**src/rtl/seg7_scan_mux.sv**
```systemverilog
// Multiplexed 7-segment scanner: one digit per SCAN_DIV-cycle slot,
// frame-aligned display updates with a load-anywhere pending register.
// Optional leading-zero blanking when SEG7_LZ_BLANK_EN is defined.
// Ports: clk, rst_n (async, active-low), enable, hex_mode, load,
//   value_in[4*NUM_DIGITS], dp_in[NUM_DIGITS] -> seg_out[7] {a..g},
//   dp_out, digit_sel[NUM_DIGITS] (all active-low), frame_done.
module seg7_scan_mux #(
  parameter int NUM_DIGITS = 4,
  parameter int SCAN_DIV   = 50000
) (
  input  logic                    clk,
  input  logic                    rst_n,
  input  logic                    enable,
  input  logic                    hex_mode,
  input  logic                    load,
  input  logic [4*NUM_DIGITS-1:0] value_in,
  input  logic [NUM_DIGITS-1:0]   dp_in,
  output logic [6:0]              seg_out,
  output logic                    dp_out,
  output logic [NUM_DIGITS-1:0]   digit_sel,
  output logic                    frame_done
);

  localparam int PW = (SCAN_DIV > 1) ? $clog2(SCAN_DIV) : 1;
  localparam int IW = (NUM_DIGITS > 1) ? $clog2(NUM_DIGITS) : 1;

  logic [PW-1:0]           presc;
  logic [IW-1:0]           idx;
  logic [4*NUM_DIGITS-1:0] pend_val;
  logic [NUM_DIGITS-1:0]   pend_dp;
  logic [4*NUM_DIGITS-1:0] disp_val;
  logic [NUM_DIGITS-1:0]   disp_dp;

  logic tick;
  logic last;
  logic wrap;

  assign tick = (presc == PW'(SCAN_DIV - 1));
  assign last = (idx == IW'(NUM_DIGITS - 1));
  assign wrap = enable & tick & last;

  function automatic logic [6:0] glyph(input logic [3:0] n);
    logic [6:0] g;
    unique case (n)
      4'h0: g = 7'h7E;
      4'h1: g = 7'h30;
      4'h2: g = 7'h6D;
      4'h3: g = 7'h79;
      4'h4: g = 7'h33;
      4'h5: g = 7'h5B;
      4'h6: g = 7'h5F;
      4'h7: g = 7'h70;
      4'h8: g = 7'h7F;
      4'h9: g = 7'h7B;
      4'hA: g = 7'h77;
      4'hB: g = 7'h1F;
      4'hC: g = 7'h4E;
      4'hD: g = 7'h3D;
      4'hE: g = 7'h4F;
      default: g = 7'h47;
    endcase
    return g;
  endfunction

  logic [NUM_DIGITS-1:0] lz;

`ifdef SEG7_LZ_BLANK_EN
  // lz[k]: nibble k and every nibble above it are zero
  always_comb begin
    logic zero_above;
    zero_above = 1'b1;
    lz = '0;
    for (int k = NUM_DIGITS - 1; k >= 1; k--) begin
      zero_above = zero_above & (disp_val[4*k +: 4] == 4'h0);
      lz[k] = zero_above;
    end
  end
`else
  assign lz = '0;
`endif

  logic [3:0]            cur_nib;
  logic                  cur_dp;
  logic                  cur_lz;
  logic [NUM_DIGITS-1:0] sel_n;

  always_comb begin
    cur_nib = 4'h0;
    cur_dp  = 1'b0;
    cur_lz  = 1'b0;
    sel_n   = '1;
    for (int k = 0; k < NUM_DIGITS; k++) begin
      if (idx == IW'(k)) begin
        cur_nib  = disp_val[4*k +: 4];
        cur_dp   = disp_dp[k];
        cur_lz   = lz[k];
        sel_n[k] = 1'b0;
      end
    end
  end

  logic blank;
  assign blank = cur_lz | (~hex_mode & (cur_nib > 4'd9));

  always_ff @(posedge clk or negedge rst_n) begin
    if (!rst_n) begin
      presc <= '0;
      idx   <= '0;
    end else if (!enable) begin
      presc <= '0;
      idx   <= '0;
    end else if (tick) begin
      presc <= '0;
      idx   <= last ? '0 : idx + IW'(1);
    end else begin
      presc <= presc + PW'(1);
    end
  end

  always_ff @(posedge clk or negedge rst_n) begin
    if (!rst_n) begin
      pend_val <= '0;
      pend_dp  <= '0;
    end else if (load) begin
      pend_val <= value_in;
      pend_dp  <= dp_in;
    end
  end

  // A same-edge load bypasses pending so it is not lost at the wrap
  always_ff @(posedge clk or negedge rst_n) begin
    if (!rst_n) begin
      disp_val <= '0;
      disp_dp  <= '0;
    end else if (!enable || wrap) begin
      disp_val <= load ? value_in : pend_val;
      disp_dp  <= load ? dp_in : pend_dp;
    end
  end

  always_ff @(posedge clk or negedge rst_n) begin
    if (!rst_n) begin
      seg_out    <= 7'h7F;
      dp_out     <= 1'b1;
      digit_sel  <= '1;
      frame_done <= 1'b0;
    end else begin
      frame_done <= wrap;
      if (enable) begin
        seg_out   <= blank ? 7'h7F : ~glyph(cur_nib);
        dp_out    <= ~cur_dp;
        digit_sel <= sel_n;
      end else begin
        seg_out   <= 7'h7F;
        dp_out    <= 1'b1;
        digit_sel <= '1;
      end
    end
  end

endmodule

```
**config.mk**
```make
export PLATFORM = sky130hd
export DESIGN_NAME = seg7_scan_mux
export DESIGN_NICKNAME = d
export VERILOG_FILES = /design/src/rtl/seg7_scan_mux.sv
export SDC_FILE = /design/constraint.sdc
export NUM_CORES = 1
export LEC_CHECK = 0
export CAP_MARGIN = 20
export CELL_PAD_IN_SITES_DETAIL_PLACEMENT = 1
export CELL_PAD_IN_SITES_GLOBAL_PLACEMENT = 1
export CORE_ASPECT_RATIO = 0.7
export CORE_UTILIZATION = 45
export DETAILED_ROUTE_END_ITERATION = 6
export PLACE_DENSITY_LB_ADDON = 0.1
export SLEW_MARGIN = 20
export SYNTH_ARGS = -nofsm -noshare
export SYNTH_HDL_FRONTEND = slang
export SYNTH_SLANG_ARGS = --single-unit
```
**constraint.sdc**
```tcl
create_clock -name clk -period 3.15 [get_ports clk]
set_input_delay 0.315 -clock clk [delete_from_list [all_inputs] [get_ports clk]]
set_output_delay 0.315 -clock clk [all_outputs]
set_load 0.01 [all_outputs]
```
==> parameters.txt, run 1 <==
Parameter                              Value

Outcome
  Outcome    finished, final reports clean

Floorplanning
  Total I/O pin count    38
  Die outline height    73.8 um
  Die Width    105 um
  Effective utilization at floorplan    0.477
  Die ar.    7720 um2
  Total core area    6940 um2
  Number of placement rows    25

Worst setup path
  Setup slack, reg-to-reg    0.46 ns
  Startpoint type of the worst setup path    flop
  Required time reported for the critical path endpoint    3.38 ns
  Kind of end point of the critical path    flop
  Category of the most critical setup path    reg2reg
  Reg-to-Reg Start    idx[0]$_DFFE_PN0P_
  Reg2reg end    seg_out[4]$_DFF_PN1_
  Worst Path Max Fanout    7
  Worst Reg-to-Reg Cells    10
  Data arrival at the endpoint of the critical path    2.92 ns

Job
  Max-capacitance violation count    0

STA
  Headroom to the max-slew limit    0.561
  TNS Setup    0 ns
  Shortest clock period the worst path allows after layout    2.69 ns
  Hold violation total from the final report    0
  Period utilization    0.855
  Fmax    0.371 GHz
  Max Slew Vio Count    0
  Count of final setup violators    0
  Clock skew after layout    0.0130 ns
  RSZ-0062 raised after global routing    no
  Transition time at the pin with the least slew margin    0.659 ns

Yosys
  Number of flops mapped to enable cells by yosys    0
  Sequential fraction of the synthesis area    0.540
  Number of standard cells after synthesis    269
  Flip-flop cell with the highest count after synthesis    sky130_fd_sc_hd__dfrtp_1
  Area fraction in and, or, nand and nor cells after synthesis    0.143
  Post-synthesis xor/xnor area fraction    0.0370
  Number of distinct library cells after synthesis    52
  Post-synthesis async set-or-reset flop share    1.00
  Flip-flop and latch count after synthesis    71
  Post-Syn Nets    305
  Post-Synthesis Mean Instance Area    12.3 um2
  Cell area after synthesis    3320 um2
  Fraction of the mapped netlist area in adder cells    0.0415
  Largest family of logic cells by synthesized area    simple AND/OR/NAND/NOR gates
  Ys Warns    0
  Synth Area in Compound Gates    0.0683
  Share of cell area taken by muxes after synthesis    0.142

Drt
  Total iterations of the first detailed-routing run    4
  DRC violations left    0
  Number of routed nets with antenna violations    0
  Number of vias per cell    5.30
  Vias    2,177
  Wire length per cell    18.0 um
  Starting DRT DRC Count    70
  Overall routed net length    7.40 mm

Placed design
  Post-detail-place hpwl    5.29 mm
  Routability congestion estimate from global placement    0.813
  Number of buffers inserted by port buffering    37
  Cell area after placement    3760 um2

Global route
  Vias in the first global route    2,392
  GRT Resource Usage Total    0.216
  Wire length of the first global-routing pass    12.4 mm
  Antenna violations before repair    0
  Maximum number of pins on one net before global-route repair    29
  Remaining Overflow, GRT    0

Power
  Areal power density over the cells    531 nW/um2
  Worst vdd ir    0.000230 V
  Leakage power    1.65 nW
  Post-layout power    0.00211 W

Clock network
  Clock tree root driver cell    sky130_fd_sc_hd__clkbuf_8
  Clock latency at the later pin of the worst-skew pair    0.34 ns
  Worst-case clock buffer depth    2
  Number of buffers inserted during clock tree synthesis    9
  Cts repair resizes    0
  Clk slew on worst S/H paths    0.07 ns
  H-tree depth reported by CTS    3
  Sinks on Clock Net    71
  CTS tree    done

Hold path
  Type of the most critical hold path    reg2reg
  Hold path cells    1
  Hold endpoint    pend_val[10]$_DFF_PN0_
  Startpoint of the lowest-slack hold path    pend_val[10]$_DFF_PN0_

Finish
  Layout Utilization    0.572
  Nets@finish    348
  Final Cell Area    3970 um2
  Area added between synthesis and finish    19.8%
  Layout cells sized above 1    0.278
  Antenna diodes    0
-- state kept, by name (all words and copies together) (netlist names) --
signal and cells:
pend_val 16, presc 16, pend_dp 4, seg_out 7
idx 2, disp_val 16, digit_sel 4, disp_dp 4
dp_out 1, frame_done 1
-- how the worst max path moves through the flow --
stage | start | endpoint | slack [ns] | depth (start not counted)
finish | idx[0]$_DFFE_PN0P_ | seg_out[4]$_DFF_PN1_ | 0.46 | 10
global route | idx[0]$_DFFE_PN0P_ | seg_out[4]$_DFF_PN1_ | 0.29 | 10
CTS | idx[0]$_DFFE_PN0P_ | seg_out[4]$_DFF_PN1_ | 0.49 | 10
detailed placement | idx[0]$_DFFE_PN0P_ | seg_out[4]$_DFF_PN1_ | 0.52 | 10
global placement | idx[0]$_DFFE_PN0P_ | seg_out[5]$_DFF_PN1_ | 0.71 | 9
floorplan | idx[0]$_DFFE_PN0P_ | seg_out[5]$_DFF_PN1_ | 0.88 | 9
-- synthesized netlist by cell type (2+ instances only) --
| master | count | share of area |
|---|---|---|
| sky130_fd_sc_hd__dfrtp_1 | 59 | 0.45 |
| sky130_fd_sc_hd__mux2_2 | 40 | 0.14 |
| sky130_fd_sc_hd__nor2_1 | 23 | 0.026 |
| sky130_fd_sc_hd__nand2_1 | 20 | 0.023 |
| sky130_fd_sc_hd__dfstp_2 | 12 | 0.095 |
| sky130_fd_sc_hd__ha_1 | 11 | 0.042 |
| sky130_fd_sc_hd__nand3_1 | 9 | 0.014 |
| sky130_fd_sc_hd__inv_1 | 8 | 0.0091 |
| sky130_fd_sc_hd__xnor2_1 | 7 | 0.018 |
| sky130_fd_sc_hd__xor2_1 | 7 | 0.018 |
| sky130_fd_sc_hd__a21oi_1 | 5 | 0.0075 |
| sky130_fd_sc_hd__nor2b_1 | 5 | 0.0094 |
| sky130_fd_sc_hd__nor3_1 | 4 | 0.0060 |
| sky130_fd_sc_hd__buf_2 | 3 | 0.0045 |
| sky130_fd_sc_hd__clkbuf_1 | 3 | 0.0034 |
| sky130_fd_sc_hd__o21ai_1 | 3 | 0.0045 |
| sky130_fd_sc_hd__a21o_1 | 2 | 0.0045 |
| sky130_fd_sc_hd__a22oi_1 | 2 | 0.0045 |
| sky130_fd_sc_hd__a311o_1 | 2 | 0.0060 |
| sky130_fd_sc_hd__a311oi_2 | 2 | 0.0091 |
| sky130_fd_sc_hd__and3_2 | 2 | 0.0045 |
| sky130_fd_sc_hd__buf_4 | 2 | 0.0045 |
| sky130_fd_sc_hd__buf_6 | 2 | 0.0068 |
| sky130_fd_sc_hd__mux2i_1 | 2 | 0.0060 |
| sky130_fd_sc_hd__nand4_1 | 2 | 0.0038 |
| sky130_fd_sc_hd__nor2_2 | 2 | 0.0038 |
| sky130_fd_sc_hd__nor3b_1 | 2 | 0.0045 |
| sky130_fd_sc_hd__nor4_1 | 2 | 0.0038 |
| sky130_fd_sc_hd__o22ai_1 | 2 | 0.0038 |
| sky130_fd_sc_hd__or3_1 | 2 | 0.0038 |
-- cells in the final DEF, fill, tap and decap left out, drive strengths merged, types with 7 or more instances in the layout --
cell type      count
nand3             10
mux2              40
inv                8
dfrtp             59
ha                11
clkbuf            10
nand2             20
xnor2              7
xor2               7
dfstp             12
nor2              25
clkdlybuf4s50     36
-- layout make-up --
type | instances | area [um2]
flip-flops and latches | 71 | 1790
clock inverters | 6 | 60.1
well taps | 94 | 118
multi-input cells | 180 | 1430
repair buffers | 42 | 405
inverters | 8 | 30.0
clock buffers | 10 | 138
fillers | 733 | 2970
-- layer usage --
layer / GRT usage / routed length (um) / up-vias
met5: 0 / 0 / -
met4: 0.0610 / 37 / 0
met3: 0.0594 / 201 / 4
met2: 0.352 / 3620 / 32
met1: 0.286 / 3540 / 1116
li1: - / - / 1025
-- critical path: stages (launching register included) --
cell                       delay [ns]
sky130_fd_sc_hd__dfrtp_1         0.43
sky130_fd_sc_hd__inv_1           0.10
sky130_fd_sc_hd__ha_1            0.27
sky130_fd_sc_hd__nor2b_1         0.29
sky130_fd_sc_hd__a22oi_1         0.13
sky130_fd_sc_hd__a21oi_1         0.42
sky130_fd_sc_hd__inv_1           0.18
sky130_fd_sc_hd__ha_1            0.25
sky130_fd_sc_hd__o21ai_1         0.26
sky130_fd_sc_hd__a21boi_4        0.13
sky130_fd_sc_hd__o311ai_1        0.13
-- power breakdown --
group,total (W),internal (W),switching [W]
Combinational,0.000336,0.000171,0.000165
Clock,0.000724,0.000383,0.000341
Sequential,0.00105,0.00101,0.0000425
Total,0.00211,0.00156,0.000548
-- metrics by stage --
stage | hold WS, ns | cells | worst slack [ns]
6_report | 0.500 | 411 | 0.457
5_1_grt | 0.515 | 411 | 0.292
4_1_cts | 0.504 | 411 | 0.487
3_5_place_dp | 0.384 | 394 | 0.518
3_3_place_gp | 0.376 | 394 | 0.711
2_1_floorplan | 0.0194 | 269 | 0.875
-- cells by family after synthesis --
logic type,count (synthesis)
AO/OA/AOI/OAI,28
buffers and inverters,18
flip-flops,71
adder cells (fa/ha/maj),11
XOR/XNOR,14
multiplexers,42
AND/OR/NAND/NOR,85
-- repair_timing --
action / 4_1_cts / 5_1_grt
setup buffers: 0 / 0
hold buffers: 1 / 0
hold endpoints to repair: 4 / 0
Note: power is estimated with default switching activity, not from simulation.
==> run 2, diff against run 1 <==
Settings changed: CORE_MARGIN set to 1.5, PLACE_DENSITY_LB_ADDON 0.1 to 0.08.
==> run 2 against run 1 <==
Combinational power shrank 1%. Core utilization grew 0.31 points. First-iteration DRC count grew 4.3%. Cell count is the same. Critical path depth shrank 1. Clock power grew 4.3%. Total power grew 1.2%. Clock-buffer cell count grew 3. Clock skew shrank 0.0019 ns. Sequential share of layout area shrank 0.24 points. Cell area grew 0.54%. Register-to-register slack gained 0.06 ns. Critical path type unchanged. Largest power group unchanged.
==> parameters.txt, run 2 (synthesis results as in run 1) <==
Parameter                              Value

Outcome
  Outcome    finished, final reports clean

Worst setup path
  Worst Path Max Fanout    5
  Bufs and invs on worst path    2
  Setup slack, reg-to-reg    0.52 ns
  Slowest cell on the critical path    sky130_fd_sc_hd__dfrtp_1
  Data arrival at the endpoint of the critical path    2.90 ns
  Startpoint type of the worst setup path    flop
  Slowest cell delay on critical path    0.44 ns
  Kind of end point of the critical path    flop
  Category of the most critical setup path    reg2reg
  Required time reported for the critical path endpoint    3.42 ns
  CP Cell Sequence    inv_1, ha_1, nor2b_1, a22oi_1, a21oi_1, inv_1, ha_1, or3_1, o211ai_1
  Family with the most delay on the worst path    simple AND/OR/NAND/NOR gates

Floorplanning
  Total I/O pin count    38
  Die ar.    7900 um2
  Number of placement rows    25
  Die Width    106 um
  Effective utilization at floorplan    0.477
  Total core area    6940 um2
  Die outline height    74.8 um

Clock network
  Number of buffers inserted during clock tree synthesis    9
  Clock tree root driver cell    sky130_fd_sc_hd__clkbuf_8
  Sinks on Clock Net    71
  Worst-case clock buffer depth    2
  H-tree depth reported by CTS    3
  Hold bufs inserted after CTS    0
  Cts repair resizes    0
  Clk slew on worst S/H paths    0.08 ns
  CTS tree    done
  Postcts setup bufs    0
  Clock latency at the later pin of the worst-skew pair    0.36 ns

STA
  Count of final setup violators    0
  Clock skew after layout    0.0111 ns
  Worst path setup slack after routing    0.522 ns
  Period utilization    0.834
  Headroom to the max-slew limit    0.467
  Fmax    0.380 GHz
  Max Slew Vio Count    0
  TNS Setup    0 ns
  Hold violation total from the final report    0
  RSZ-0062 raised after global routing    no
  Transition time at the pin with the least slew margin    0.800 ns
  Shortest clock period the worst path allows after layout    2.63 ns

Placed design
  Setup slack after placement    0.582 ns
  Number of buffers inserted by port buffering    37
  Post-detail-place hpwl    4.86 mm
  Routability congestion estimate from global placement    0.828

Finish
  Largest registers    disp_val (16), pend_val (16), presc (16)
  Nets@finish    348
  Storage cell area    1790 um2
  Area of combinational cells with multiple inputs    1430 um2
  Leading cell types in the layout, fill and taps excluded    sky130_fd_sc_hd__dfrtp_1, sky130_fd_sc_hd__mux2_2, sky130_fd_sc_hd__clkdlybuf4s50_1
  Filler instances    741
  Most common cell after layout, fill and taps aside    sky130_fd_sc_hd__dfrtp_1
  Antenna diodes    0
  Area added between synthesis and finish    20.5%
  Layout cells sized above 1    0.278

Drt
  Vias    2,171
  Overall routed net length    6.80 mm
  Number of vias per cell    5.28
  DRC violations left    0
  Starting DRT DRC Count    73
  Wire length per cell    16.6 um
  Total iterations of the first detailed-routing run    4
  Number of routed nets with antenna violations    0

Hold path
  Type of the most critical hold path    in2async

Global route
  Remaining Overflow, GRT    0
  Maximum number of pins on one net before global-route repair    38
  Vias in the first global route    2,261
  GRT Resource Usage Total    0.198
  Antenna violations before repair    0
  Wire length of the first global-routing pass    11.5 mm

Power
  Areal power density over the cells    535 nW/um2
  Leakage power    1.66 nW
  Worst vdd ir    0.000435 V

Job
  Max-capacitance violation count    0
[run 2: cell count changes in the layout (fill, tap and decap cells not counted), sizes merged]
cell	delta
clkinvlp	-2
clkinv	-1
buf	+1
clkbuf	+3
dlygate4sd3	-1
[run 2: path summary, 6_finish.rpt]
kind | startpoint | cells past startpoint | endpoint
hold / removal | rst_n | 1 | presc[4]$_DFF_PN0_
min in group clk | pend_val[2]$_DFF_PN0_ | 1 | pend_val[2]$_DFF_PN0_
setup / recovery | idx[0]$_DFFE_PN0P_ | 9 | seg_out[5]$_DFF_PN1_
setup reg to reg | idx[0]$_DFFE_PN0P_ | 9 | seg_out[5]$_DFF_PN1_
hold reg to reg | pend_val[2]$_DFF_PN0_ | 1 | pend_val[2]$_DFF_PN0_
max in group asynchronous | rst_n | 2 | seg_out[5]$_DFF_PN1_
[run 2: stage by stage]
stage	cell area [um2]	cells	power, W	utilization	hold WS (ns)
floorplan	3320	269	0.00126	-	0.0194
global placement	3780	395	0.00139	0.545	0.447
detailed placement	3780	395	0.00140	0.545	0.443
CTS	3990	411	0.00217	0.575	0.0567
global route	3990	411	0.00225	0.575	0.0931
finish	3990	411	0.00214	0.575	0.0471
[run 2: routing by layer]
metal  wire, um  share of wire  track usage
met1       3370           0.50        0.271
met2       3030           0.44        0.298
met5          0              0            0
met4         87          0.013       0.0766
met3        319          0.047       0.0649
[run 2: power breakdown]
| group | switching [W] | internal, W |
|---|---|---|
| registers | 0.0000410 | 0.00101 |
| clock network | 0.000327 | 0.000428 |
| logic | 0.000157 | 0.000174 |
| total | 0.000525 | 0.00161 |
[run 2: final cells by class]
| type | instances | area share |
|---|---|---|
| Clock inverter | 3 | 0.0100 |
| Tap cell | 94 | 0.0294 |
| Sequential cell | 71 | 0.449 |
| Clock buffer | 13 | 0.0423 |
| Multi-Input combinational cell | 180 | 0.358 |
| Timing Repair Buffer | 42 | 0.104 |
| Inverter | 8 | 0.00752 |
==> run 3, diff against run 2 <==
Clock period 3.15 ns to 2.6 ns, I/O delays scaled along.
==> run 3 against run 2 <==
Sequential share of layout area fell by 0.51 points. Clock power rose by 14%. Global-route usage rose by 0.61 points. Core utilization rose by 0.67 points. Critical endpoint unchanged. Largest cell class unchanged. Highest routed layer unchanged.
==> parameters.txt, run 3 (synthesis results as in run 1) <==
Parameter                              Value

Drt
  Number of routed nets with antenna violations    0
  Vias    2,196
  DRC violations left    0
  Detail Route met3 WL    223 um
  Routed wl met2    3.28 mm
  Wire length per cell    17.3 um
  DRT met1 WL    3.56 mm
  Overall routed net length    7.22 mm
  Highest metal layer with signal wires    met4
  Number of vias per cell    5.25
  Total iterations of the first detailed-routing run    4
  Starting DRT DRC Count    45

Power
  Worst vdd ir    0.000333 V
  Leakage power    1.68 nW
  Areal power density over the cells    635 nW/um2

STA
  Shortest clock period the worst path allows after layout    2.43 ns
  Period utilization    0.934
  Count of final setup violators    0
  Fmax    0.412 GHz
  Transition time at the pin with the least slew margin    0.905 ns
  Worst path setup slack after routing    0.171 ns
  Hold violation total from the final report    0
  Headroom to the max-slew limit    0.397
  Clock skew after layout    0.0124 ns
  TNS Setup    0 ns
  Max Slew Vio Count    0

Worst setup path
  Kind of end point of the critical path    flop
  Startpoint type of the worst setup path    flop
  Family with the most delay on the worst path    simple AND/OR/NAND/NOR gates
  Reg2reg end    seg_out[5]$_DFF_PN1_
  Data arrival at the endpoint of the critical path    2.69 ns
  Worst Reg-to-Reg Cells    9
  Bufs and invs on worst path    2
  Reg-to-Reg Start    idx[1]$_DFFE_PN0P_
  Slowest cell on the critical path    sky130_fd_sc_hd__dfrtp_1
  Slowest cell delay on critical path    0.42 ns
  Required time reported for the critical path endpoint    2.86 ns
  Setup slack, reg-to-reg    0.17 ns
  Category of the most critical setup path    reg2reg
  CP Cell Sequence    inv_1, ha_1, nor2b_2, a22oi_1, a21oi_2, inv_1, ha_1, or3_1, o211ai_1
  Worst Path Max Fanout    4

Outcome
  Outcome    finished, final reports clean

Finish
  Largest registers    disp_val (16), pend_val (16), presc (16)
  Antenna diodes    0
  Layout cells sized above 1    0.306
  Filler instances    741
  Nets@finish    355
  Most common cell after layout, fill and taps aside    sky130_fd_sc_hd__dfrtp_1
  Leading cell types in the layout, fill and taps excluded    sky130_fd_sc_hd__dfrtp_1, sky130_fd_sc_hd__mux2_2, sky130_fd_sc_hd__clkdlybuf4s50_1
  Finished Layout Cells    418
  Layout Utilization    0.582
  Area added between synthesis and finish    21.8%

Job
  Max-capacitance violation count    0

Placed design
  Cells after DPL    396
  Routability congestion estimate from global placement    0.799
  Number of buffers inserted by port buffering    37
  Setup slack after placement    -0.0407 ns
  Post-detail-place hpwl    5.05 mm

Global route
  GRT Resource Usage Total    0.204
  Remaining Overflow, GRT    0
  Antenna violations before repair    0
  Vias in the first global route    2,326
  Wire length of the first global-routing pass    12.0 mm
  Maximum number of pins on one net before global-route repair    72

Floorplanning
  Die Width    106 um
  Die outline height    74.8 um
  Die ar.    7900 um2
  Effective utilization at floorplan    0.477
  Total core area    6940 um2
  Number of placement rows    25
  Total I/O pin count    38

Clock network
  H-tree depth reported by CTS    3
  Clock tree root driver cell    sky130_fd_sc_hd__clkbuf_8
  Clock latency at the later pin of the worst-skew pair    0.35 ns
  CTS tree    done
  Clk slew on worst S/H paths    0.08 ns
  Number of buffers inserted during clock tree synthesis    9
  Hold bufs inserted after CTS    0
  Worst-case clock buffer depth    2
  Sinks on Clock Net    71

Hold path
  Type of the most critical hold path    in2async
run 3: report_power, final:
| group | switching [W] | internal [W] |
|---|---|---|
| clock | 0.000418 | 0.000440 |
| combinational | 0.000205 | 0.000228 |
| sequential | 0.0000523 | 0.00122 |
run 3: worst max path at each step:
stage	from	endpoint	slack (ns)	cells past startpoint
floorplan	idx[0]$_DFFE_PN0P_	seg_out[5]$_DFF_PN1_	0.33	9
global placement	idx[0]$_DFFE_PN0P_	seg_out[5]$_DFF_PN1_	0.15	9
detailed placement	idx[1]$_DFFE_PN0P_	seg_out[5]$_DFF_PN1_	-0.04	9
CTS	idx[1]$_DFFE_PN0P_	seg_out[5]$_DFF_PN1_	0.05	9
global route	idx[1]$_DFFE_PN0P_	seg_out[4]$_DFF_PN1_	-0.05	10
finish	idx[1]$_DFFE_PN0P_	seg_out[5]$_DFF_PN1_	0.17	9
run 3: metal layers:
| metal | vias up | track usage |
|---|---|---|
| met3 | 15 | 0.0476 |
| li1 | 1040 | - |
| met1 | 1105 | 0.276 |
| met5 | - | 0 |
| met4 | 0 | 0.0901 |
| met2 | 36 | 0.322 |
run 3: per-stage QoR:
| stage | hold slack [ns] | power, W | cell area (um2) |
|---|---|---|---|
| after floorplan | -0.0356 | 0.00153 | 3320 |
| after global placement | 0.478 | 0.00169 | 3790 |
| after detailed placement | 0.486 | 0.00170 | 3790 |
| after CTS | 0.149 | 0.00258 | 3990 |
| after global routing | 0.194 | 0.00268 | 4040 |
| final | 0.107 | 0.00257 | 4040 |
run 3: timing repair:
action	CTS	global route
setup endpoints to repair	4	7
pin swaps	0	2
hold endpoints to repair	0	0
gates resized for setup	2	2
buffers inserted	0	6
run 3: layout make-up:
| class | instances | area (um2) | area share |
|---|---|---|---|
| Multi-Input combinational cell | 180 | 1440 | 0.357 |
| Timing Repair Buffer | 49 | 468 | 0.116 |
| Sequential cell | 71 | 1790 | 0.443 |
| Inverter | 8 | 30.0 | 0.00743 |
| Tap cell | 94 | 118 | 0.0291 |
| Clock buffer | 10 | 128 | 0.0316 |
| Clock inverter | 6 | 62.6 | 0.0155 |
